`src/rtl/mul_ctrl.sv`:
```
// Controller for a repeated-addition multiplier: loads A and B, then repeats P<=P+A, B<=B-1
// until the datapath reports B==0. A watchdog on the loop count parks the FSM in ERR.
module mul_ctrl #(
   parameter int unsigned CNT_W    = 8,
   parameter int unsigned MAX_ITER = 255
) (
   input  logic             clk,
   input  logic             rst_n,
   input  logic             start,
   input  logic             abort,
   input  logic             din_valid,
   input  logic             eqz,
   output logic             ldA,
   output logic             ldB,
   output logic             clrP,
   output logic             ldP,
   output logic             decB,
   output logic             busy,
   output logic             done,
   output logic             err,
   output logic [CNT_W-1:0] iter_cnt
);

   localparam logic [2:0] S_IDLE   = 3'd0;
   localparam logic [2:0] S_LOAD_A = 3'd1;
   localparam logic [2:0] S_LOAD_B = 3'd2;
   localparam logic [2:0] S_CHECK  = 3'd3;
   localparam logic [2:0] S_ADD    = 3'd4;
   localparam logic [2:0] S_DONE   = 3'd5;
   localparam logic [2:0] S_ERR    = 3'd6;

   localparam logic [CNT_W-1:0] MAX_CNT = CNT_W'(MAX_ITER);

   logic [2:0]       state_q;
   logic [2:0]       state_d;
   logic [CNT_W-1:0] iter_d;
   logic [CNT_W-1:0] iter_inc;
   logic             busy_d;
   logic             done_d;
   logic             err_d;

   assign iter_inc = iter_cnt + CNT_W'(1);

   // State, counter and status registers; status flags follow the next state so they
   // line up with the state they describe.
   always_ff @(posedge clk or negedge rst_n) begin
      if (!rst_n) begin
         state_q  <= S_IDLE;
         iter_cnt <= '0;
         busy     <= 1'b0;
         done     <= 1'b0;
         err      <= 1'b0;
      end else begin
         state_q  <= state_d;
         iter_cnt <= iter_d;
         busy     <= busy_d;
         done     <= done_d;
         err      <= err_d;
      end
   end

   // Next state and datapath strobes; strobes are decoded from the current state.
   always_comb begin
      state_d = state_q;
      iter_d  = iter_cnt;
      ldA     = 1'b0;
      ldB     = 1'b0;
      clrP    = 1'b0;
      ldP     = 1'b0;
      decB    = 1'b0;

      case (state_q)
         S_IDLE: begin
            if (start) begin
               state_d = S_LOAD_A;
               iter_d  = '0;
            end
         end
         S_LOAD_A: begin
            ldA = din_valid;
            if (din_valid) state_d = S_LOAD_B;
         end
         S_LOAD_B: begin
            ldB  = din_valid;
            clrP = din_valid;
            if (din_valid) state_d = S_CHECK;
         end
         S_CHECK: begin
            state_d = eqz ? S_DONE : S_ADD;
         end
         S_ADD: begin
            ldP     = 1'b1;
            decB    = 1'b1;
            iter_d  = iter_inc;
            state_d = (iter_inc == MAX_CNT) ? S_ERR : S_CHECK;
         end
         S_DONE: begin
            state_d = S_IDLE;
         end
         S_ERR: begin
            if (start) begin
               state_d = S_LOAD_A;
               iter_d  = '0;
            end
         end
         default: begin
            state_d = S_IDLE;
         end
      endcase

      // Abort wins over everything and freezes the iteration count.
      if (abort) begin
         state_d = S_IDLE;
         iter_d  = iter_cnt;
         ldA     = 1'b0;
         ldB     = 1'b0;
         clrP    = 1'b0;
         ldP     = 1'b0;
         decB    = 1'b0;
      end

      busy_d = (state_d != S_IDLE);
      done_d = (state_d == S_DONE);
      err_d  = (state_d == S_ERR);
   end

endmodule

```
`config.mk`:
```
export PLATFORM = sky130hd
export DESIGN_NAME = mul_ctrl
export DESIGN_NICKNAME = d
export VERILOG_FILES = /design/src/rtl/mul_ctrl.sv
export SDC_FILE = /design/constraint.sdc
export NUM_CORES = 1
export LEC_CHECK = 0
export CORE_AREA = 2 2 46 48
export CTS_CLUSTER_DIAMETER = 30
export CTS_CLUSTER_SIZE = 28
export DETAILED_ROUTE_END_ITERATION = 6
export DIE_AREA = 0 0 48 50
export PLACE_DENSITY = 0.81
export SYNTH_ARGS = -nofsm -noshare
export SYNTH_HDL_FRONTEND = slang
export SYNTH_SLANG_ARGS = --single-unit
```
`constraint.sdc`:
```
create_clock -name clk -period 4.5 [get_ports clk]
set_input_delay 0.45 -clock clk [delete_from_list [all_inputs] [get_ports clk]]
set_output_delay 0.45 -clock clk [all_outputs]
set_load 0.005 [all_outputs]
```
==> results of run 1 <==
[flip-flops by register name, indices dropped and copies added (netlist names)]
| register | flops |
|---|---|
| busy | 1 |
| state_q | 3 |
| err | 1 |
| iter_cnt | 8 |
| done | 1 |
[worst max-delay path, cell delays in order]
cell	delay, ns
clkdlybuf4s50_1	0.51
or4b_4	0.61
clkinv_1	0.18
clkdlybuf4s50_1	0.53
[placed cells by master, fill, tap and decap left out, types with 2 or more instances in the layout]
cell,n
a211oi_1,2
nand3_1,2
and3_1,6
a21oi_1,5
dfrtp_1,14
inv_1,2
o21ai_1,2
nor2b_1,3
nand3b_1,2
nor3_1,3
clkdlybuf4s50_1,21
o21ai_0,12
clkbuf_4,3
nor2_1,7
ha_1,2
nand4_1,2
a211o_1,2
nand2_1,10
nor3b_1,2
a31oi_1,2
[layout make-up]
cell class	instances	area (µm²)
well taps	27	33.8
inverters	3	11.3
flip-flops and latches	14	350
fillers	160	753
repair buffers	21	210
multi-input cells	81	507
clock buffers	4	36.3
[through the flow]
| step | setup WS [ns] | std cells |
|---|---|---|
| 6_report | 1.78 | 150 |
| 3_3_place_gp | 1.79 | 146 |
| 5_1_grt | 1.66 | 150 |
| 3_5_place_dp | 1.77 | 146 |
| 4_1_cts | 1.77 | 150 |
| 2_1_floorplan | 2.84 | 104 |
[cells by family (layout without fill, tap and decap cells)]
logic type                 after synthesis  after routing  share of synthesized area
DFF                                     14             14                      0.387
muxes                                    1              1                     0.0124
adders and majority gates                2              2                     0.0276
and+or+nand+nor                         45             45                      0.279
buffers and inverters                    9             28                     0.0539
AOI/OAI and AO/OA                       32             32                      0.231
xor gates and xnor gates                 1              1                    0.00967
[worst max-delay path by stage]
stage               cells past startpoint    to  slack, ns
floorplan                               3   ldP       2.84
global placement                        4  decB       1.79
detailed placement                      4  decB       1.77
CTS                                     4  decB       1.77
global route                            4  decB       1.66
finish                                  4  decB       1.78
[metal layers]
metal | global-route usage | part of all wire | vias up
met5 | 0 | 0 | -
met4 | 0.0811 | 0.019 | 0
met3 | 0.0366 | 0.058 | 5
met2 | 0.253 | 0.47 | 30
met1 | 0.274 | 0.45 | 391
li1 | - | - | 426
[power by group]
group	internal, W	leakage (nW)	switching (W)
Sequential	0.000129	0.192	0.00000876
Combinational	0.0000203	0.257	0.0000157
Clock	0.0000493	0.0210	0.0000399
Total	0.000199	0.471	0.0000643
==> results.sh, run 1 <==
export IMPL_powerDensity_nw_per_um2=229
export IMPL_skew_ns=0.0103
export IMPL_synth_seq_cells=14
export IMPL_dr_pass1_iters=4
export IMPL_cts_tree="built"
export IMPL_synth_edf_count=0
export IMPL_final_area_um2=1150
export IMPL_fin_setup_tns_ns=0
export IMPL_hpwl_um=1420
export IMPL_insertedDiodeCount=0
export IMPL_synth_cell_types=39
export IMPL_finalWeightedCongestion=0.826
export IMPL_setup_viol=0
export IMPL_antenna_found_initial=0
export IMPL_grt_pass1_wl_um=3180
export IMPL_grt_overflow=0
export IMPL_clockBufferDepth=2
export IMPL_total_power_w=0.000263
export IMPL_ys_seq_area_frac=0.387
export IMPL_grt_pass1_vias=706
export IMPL_drive_gt1_frac=0.0650
export IMPL_rsz0062_at_grt="false"
export IMPL_grt_util_all_layers=0.184
export IMPL_r2r_start="iter_cnt[0]$_DFFE_PN0P_"
export IMPL_synth_nets=112
export IMPL_critPathKind="primary input to primary output"
export IMPL_p_leak_nw=0.471
export IMPL_die_area_um2=2400
export IMPL_fin_util=0.604
export IMPL_clock_latency_ns=0.28
export IMPL_finalNetCount=132
export IMPL_synth_most_common_cell="dfrtp_1"
export IMPL_row_count=16
export IMPL_synth_warning_count=0
export IMPL_startpoint="abort"
export IMPL_synth_ff_type="dfrtp_1"
export IMPL_cp_start_kind="primary input"
export IMPL_rrSetupSlack_ns=2.60
export IMPL_fin_crit_sh=0.605
export IMPL_post_drt_wl_per_cell_um=12.8
export IMPL_vdd_drop_max_v=0.000142
export IMPL_synthTopCellsByCount="dfrtp_1, o21ai_0, nand2_1"
export IMPL_critical_path_max_fanout=12
export IMPL_cts_hold_buf=0
export IMPL_grt_max_degree=15
export IMPL_core_area_um2=1900
export IMPL_root_buffer="clkbuf_4"
export IMPL_cts_buffers=3
export IMPL_crit_path_end_kind="primary output"
export IMPL_post_cts_buffers=0
export IMPL_cts_sinks=14
export IMPL_yosys_area_top_type_share=0.387
export IMPL_whs_ns=0.537
export IMPL_cap_viol_max_count=0
export IMPL_ant_nets=0
export IMPL_syn_inst=104
export IMPL_drv_slew=0
export IMPL_reg2reg_to="err$_DFF_PN0_"
export IMPL_netlist_area_um2=906
export IMPL_dieHeight_um=50
export IMPL_vias=852
export IMPL_port_buffers=21
export IMPL_rr_worst_depth=5
export IMPL_fmax_ghz=0.367
export IMPL_vias_per_cell=5.68
export IMPL_die_w_um=48
export IMPL_synth_async_reset_ratio=1.00
export IMPL_drc=0
export IMPL_worst_pin_slew_ns=0.601
export IMPL_critPathArrivalTime_ns=2.27
export IMPL_drt_iter0_drc=17
export IMPL_synth_area_per_cell_um2=8.71
export IMPL_status="completed"
export IMPL_wl_um=1930
export IMPL_synth_top_cell_by_area="dfrtp_1"
export IMPL_initial_core_util=0.476
export IMPL_syn2layout_area_growth_pct=26.8
export IMPL_place_area_um2=1110
export IMPL_hold_viol_final=0
export IMPL_yosys_top_cells_area="dfrtp_1, o21ai_0, and3_1"
export IMPL_h_tree_depth=1
export IMPL_slew_headroom=0.598
export IMPL_cts_resized=0
export IMPL_min_path_type="primary input to async pin"
export IMPL_cp_data_required_time_ns=4.05
export IMPL_io_pins=22
export IMPL_clk_pin_slew_ns=0.09
export IMPL_fin_crit_ns=2.72
No activity file was read; power rests on OpenSTA's default activity.
==> inputs of run 2 (changes only) <==
- CORE_AREA: 2 2 46 48 -> 2 2 47 49
- DIE_AREA: 0 0 48 50 -> 0 0 49 51
- PLACE_DENSITY: 0.81 -> 0.78
- clock period: 4.5 -> 2.82 ns (I/O delays scaled with it)
==> results.sh, run 2 (synthesis results as in run 1) <==
export IMPL_ant_nets=0
export IMPL_post_drt_wl_per_cell_um=12.6
export IMPL_fin_crit_sh=0.880
export IMPL_r2r_start="iter_cnt[0]$_DFFE_PN0P_"
export IMPL_fin_crit_ns=2.48
export IMPL_rr_worst_depth=5
export IMPL_cts_buffers=3
export IMPL_top_regs="iter_cnt x8, state_q x3"
export IMPL_skew_ns=0.0115
export IMPL_clock_latency_ns=0.28
export IMPL_final_common_cell="clkdlybuf4s50_1"
export IMPL_p_leak_nw=0.471
export IMPL_ff_latch_area_um2=350
export IMPL_layout_common_cells="clkdlybuf4s50_1, dfrtp_1, o21ai_0"
export IMPL_setup_viol=0
export IMPL_finalNetCount=132
export IMPL_total_power_w=0.000420
export IMPL_grt_pass1_wl_um=3210
export IMPL_clk_pin_slew_ns=0.09
export IMPL_critical_path_max_fanout=14
export IMPL_powerDensity_nw_per_um2=365
export IMPL_core_area_um2=2060
export IMPL_vdd_drop_max_v=0.000241
export IMPL_vias_per_cell=5.52
export IMPL_fmax_ghz=0.403
export IMPL_status="completed"
export IMPL_top_register="iter_cnt"
export IMPL_final_cells=151
export IMPL_whs_ns=0.384
export IMPL_drv_slew=0
export IMPL_largest_register_ff_count=8
export IMPL_grt_max_degree=15
export IMPL_antenna_found_initial=0
export IMPL_slew_headroom=0.583
export IMPL_cts_tree="built"
export IMPL_multi_input_area_um2=507
export IMPL_drive_gt1_frac=0.0650
export IMPL_grt_overflow=0
export IMPL_initial_core_util=0.439
export IMPL_io_pins=22
export IMPL_dp_slack_ns=0.390
export IMPL_drt_iter0_drc=14
export IMPL_dieHeight_um=51
export IMPL_cts_hold_buf=0
export IMPL_grt_pass1_vias=746
export IMPL_cp_data_required_time_ns=2.54
export IMPL_finalWeightedCongestion=0.858
export IMPL_vias=834
export IMPL_rrSetupSlack_ns=1.02
export IMPL_grt_util_all_layers=0.164
export IMPL_die_w_um=49
export IMPL_wl_um=1900
export IMPL_die_area_um2=2500
export IMPL_port_buffers=21
export IMPL_insertedDiodeCount=0
export IMPL_root_buffer="clkbuf_4"
export IMPL_syn2layout_area_growth_pct=26.9
export IMPL_cp_start_kind="flip-flop"
export IMPL_fin_ws_ns=0.337
export IMPL_clockBufferDepth=2
export IMPL_place_inst=147
export IMPL_post_cts_buffers=0
export IMPL_critPathArrivalTime_ns=2.20
export IMPL_critPathKind="flip-flop to primary output"
export IMPL_crit_path_end_kind="primary output"
export IMPL_row_count=17
export IMPL_h_tree_depth=1
export IMPL_dr_pass1_iters=4
export IMPL_fin_setup_tns_ns=0
export IMPL_reg2reg_to="state_q[0]$_DFF_PN0_"
export IMPL_rsz0062_at_grt="false"
export IMPL_worst_pin_slew_ns=0.624
export IMPL_min_path_type="primary input to async pin"
export IMPL_cap_viol_max_count=0
export IMPL_hold_viol_final=0
export IMPL_cts_sinks=14
export IMPL_drc=0
export IMPL_cts_resized=0
export IMPL_hpwl_um=1400
export IMPL_n_fill_cell=203
[run 2: cell counts in the layout (fill, tap and decap cells not counted)]
No cell type changed its count.
[run 2: layout make-up]
type	count	area share
clock buffer	4	0.0316
timing repair buffer	21	0.183
multi-input combinational	81	0.441
tap	28	0.0305
inverter	3	0.00979
sequential	14	0.305
[run 2: through the flow]
step	util	area (µm²)
floorplan	-	906
global placement	0.540	1110
detailed placement	0.540	1110
CTS	0.557	1150
global route	0.557	1150
finish	0.557	1150
[run 2: how the worst max path moves through the flow]
| stage | to | from |
|---|---|---|
| after global placement | ldP | abort |
| after floorplan | err$_DFF_PN0_ | iter_cnt[0]$_DFFE_PN0P_ |
| after detailed placement | ldP | abort |
| final | ldP | state_q[0]$_DFF_PN0_ |
| after CTS | ldP | state_q[0]$_DFF_PN0_ |
| after global routing | ldP | state_q[2]$_DFF_PN0_ |
[run 2: worst max-delay path, cell delays in order, from the launching register on]
cell and delay, ns:
dfrtp_1 0.53, or4b_4 0.66, clkinv_1 0.20, clkdlybuf4s50_1 0.54
[run 2: power by group]
part	leakage, nW	internal [W]	total, W	switching (W)
sequential	0.192	0.000207	0.000221	0.0000141
clock	0.0210	0.0000785	0.000142	0.0000632
combinational	0.257	0.0000322	0.0000574	0.0000252
total	0.471	0.000317	0.000420	0.000102
[run 2: metal layers]
layer | global-route usage | part of all wire | vias to the layer above
met5 | 0 | 0 | -
met4 | 0.0905 | 0.019 | 0
met3 | 0.0292 | 0.049 | 5
met2 | 0.272 | 0.48 | 24
met1 | 0.204 | 0.45 | 378
li1 | - | - | 427
==> inputs of run 3 (changes only) <==
- ABC_CLOCK_PERIOD_IN_PS: not set -> 2820
==> results of run 3 <==
Same layout as run 2: the final DEF is identical, and so are final timing and power.
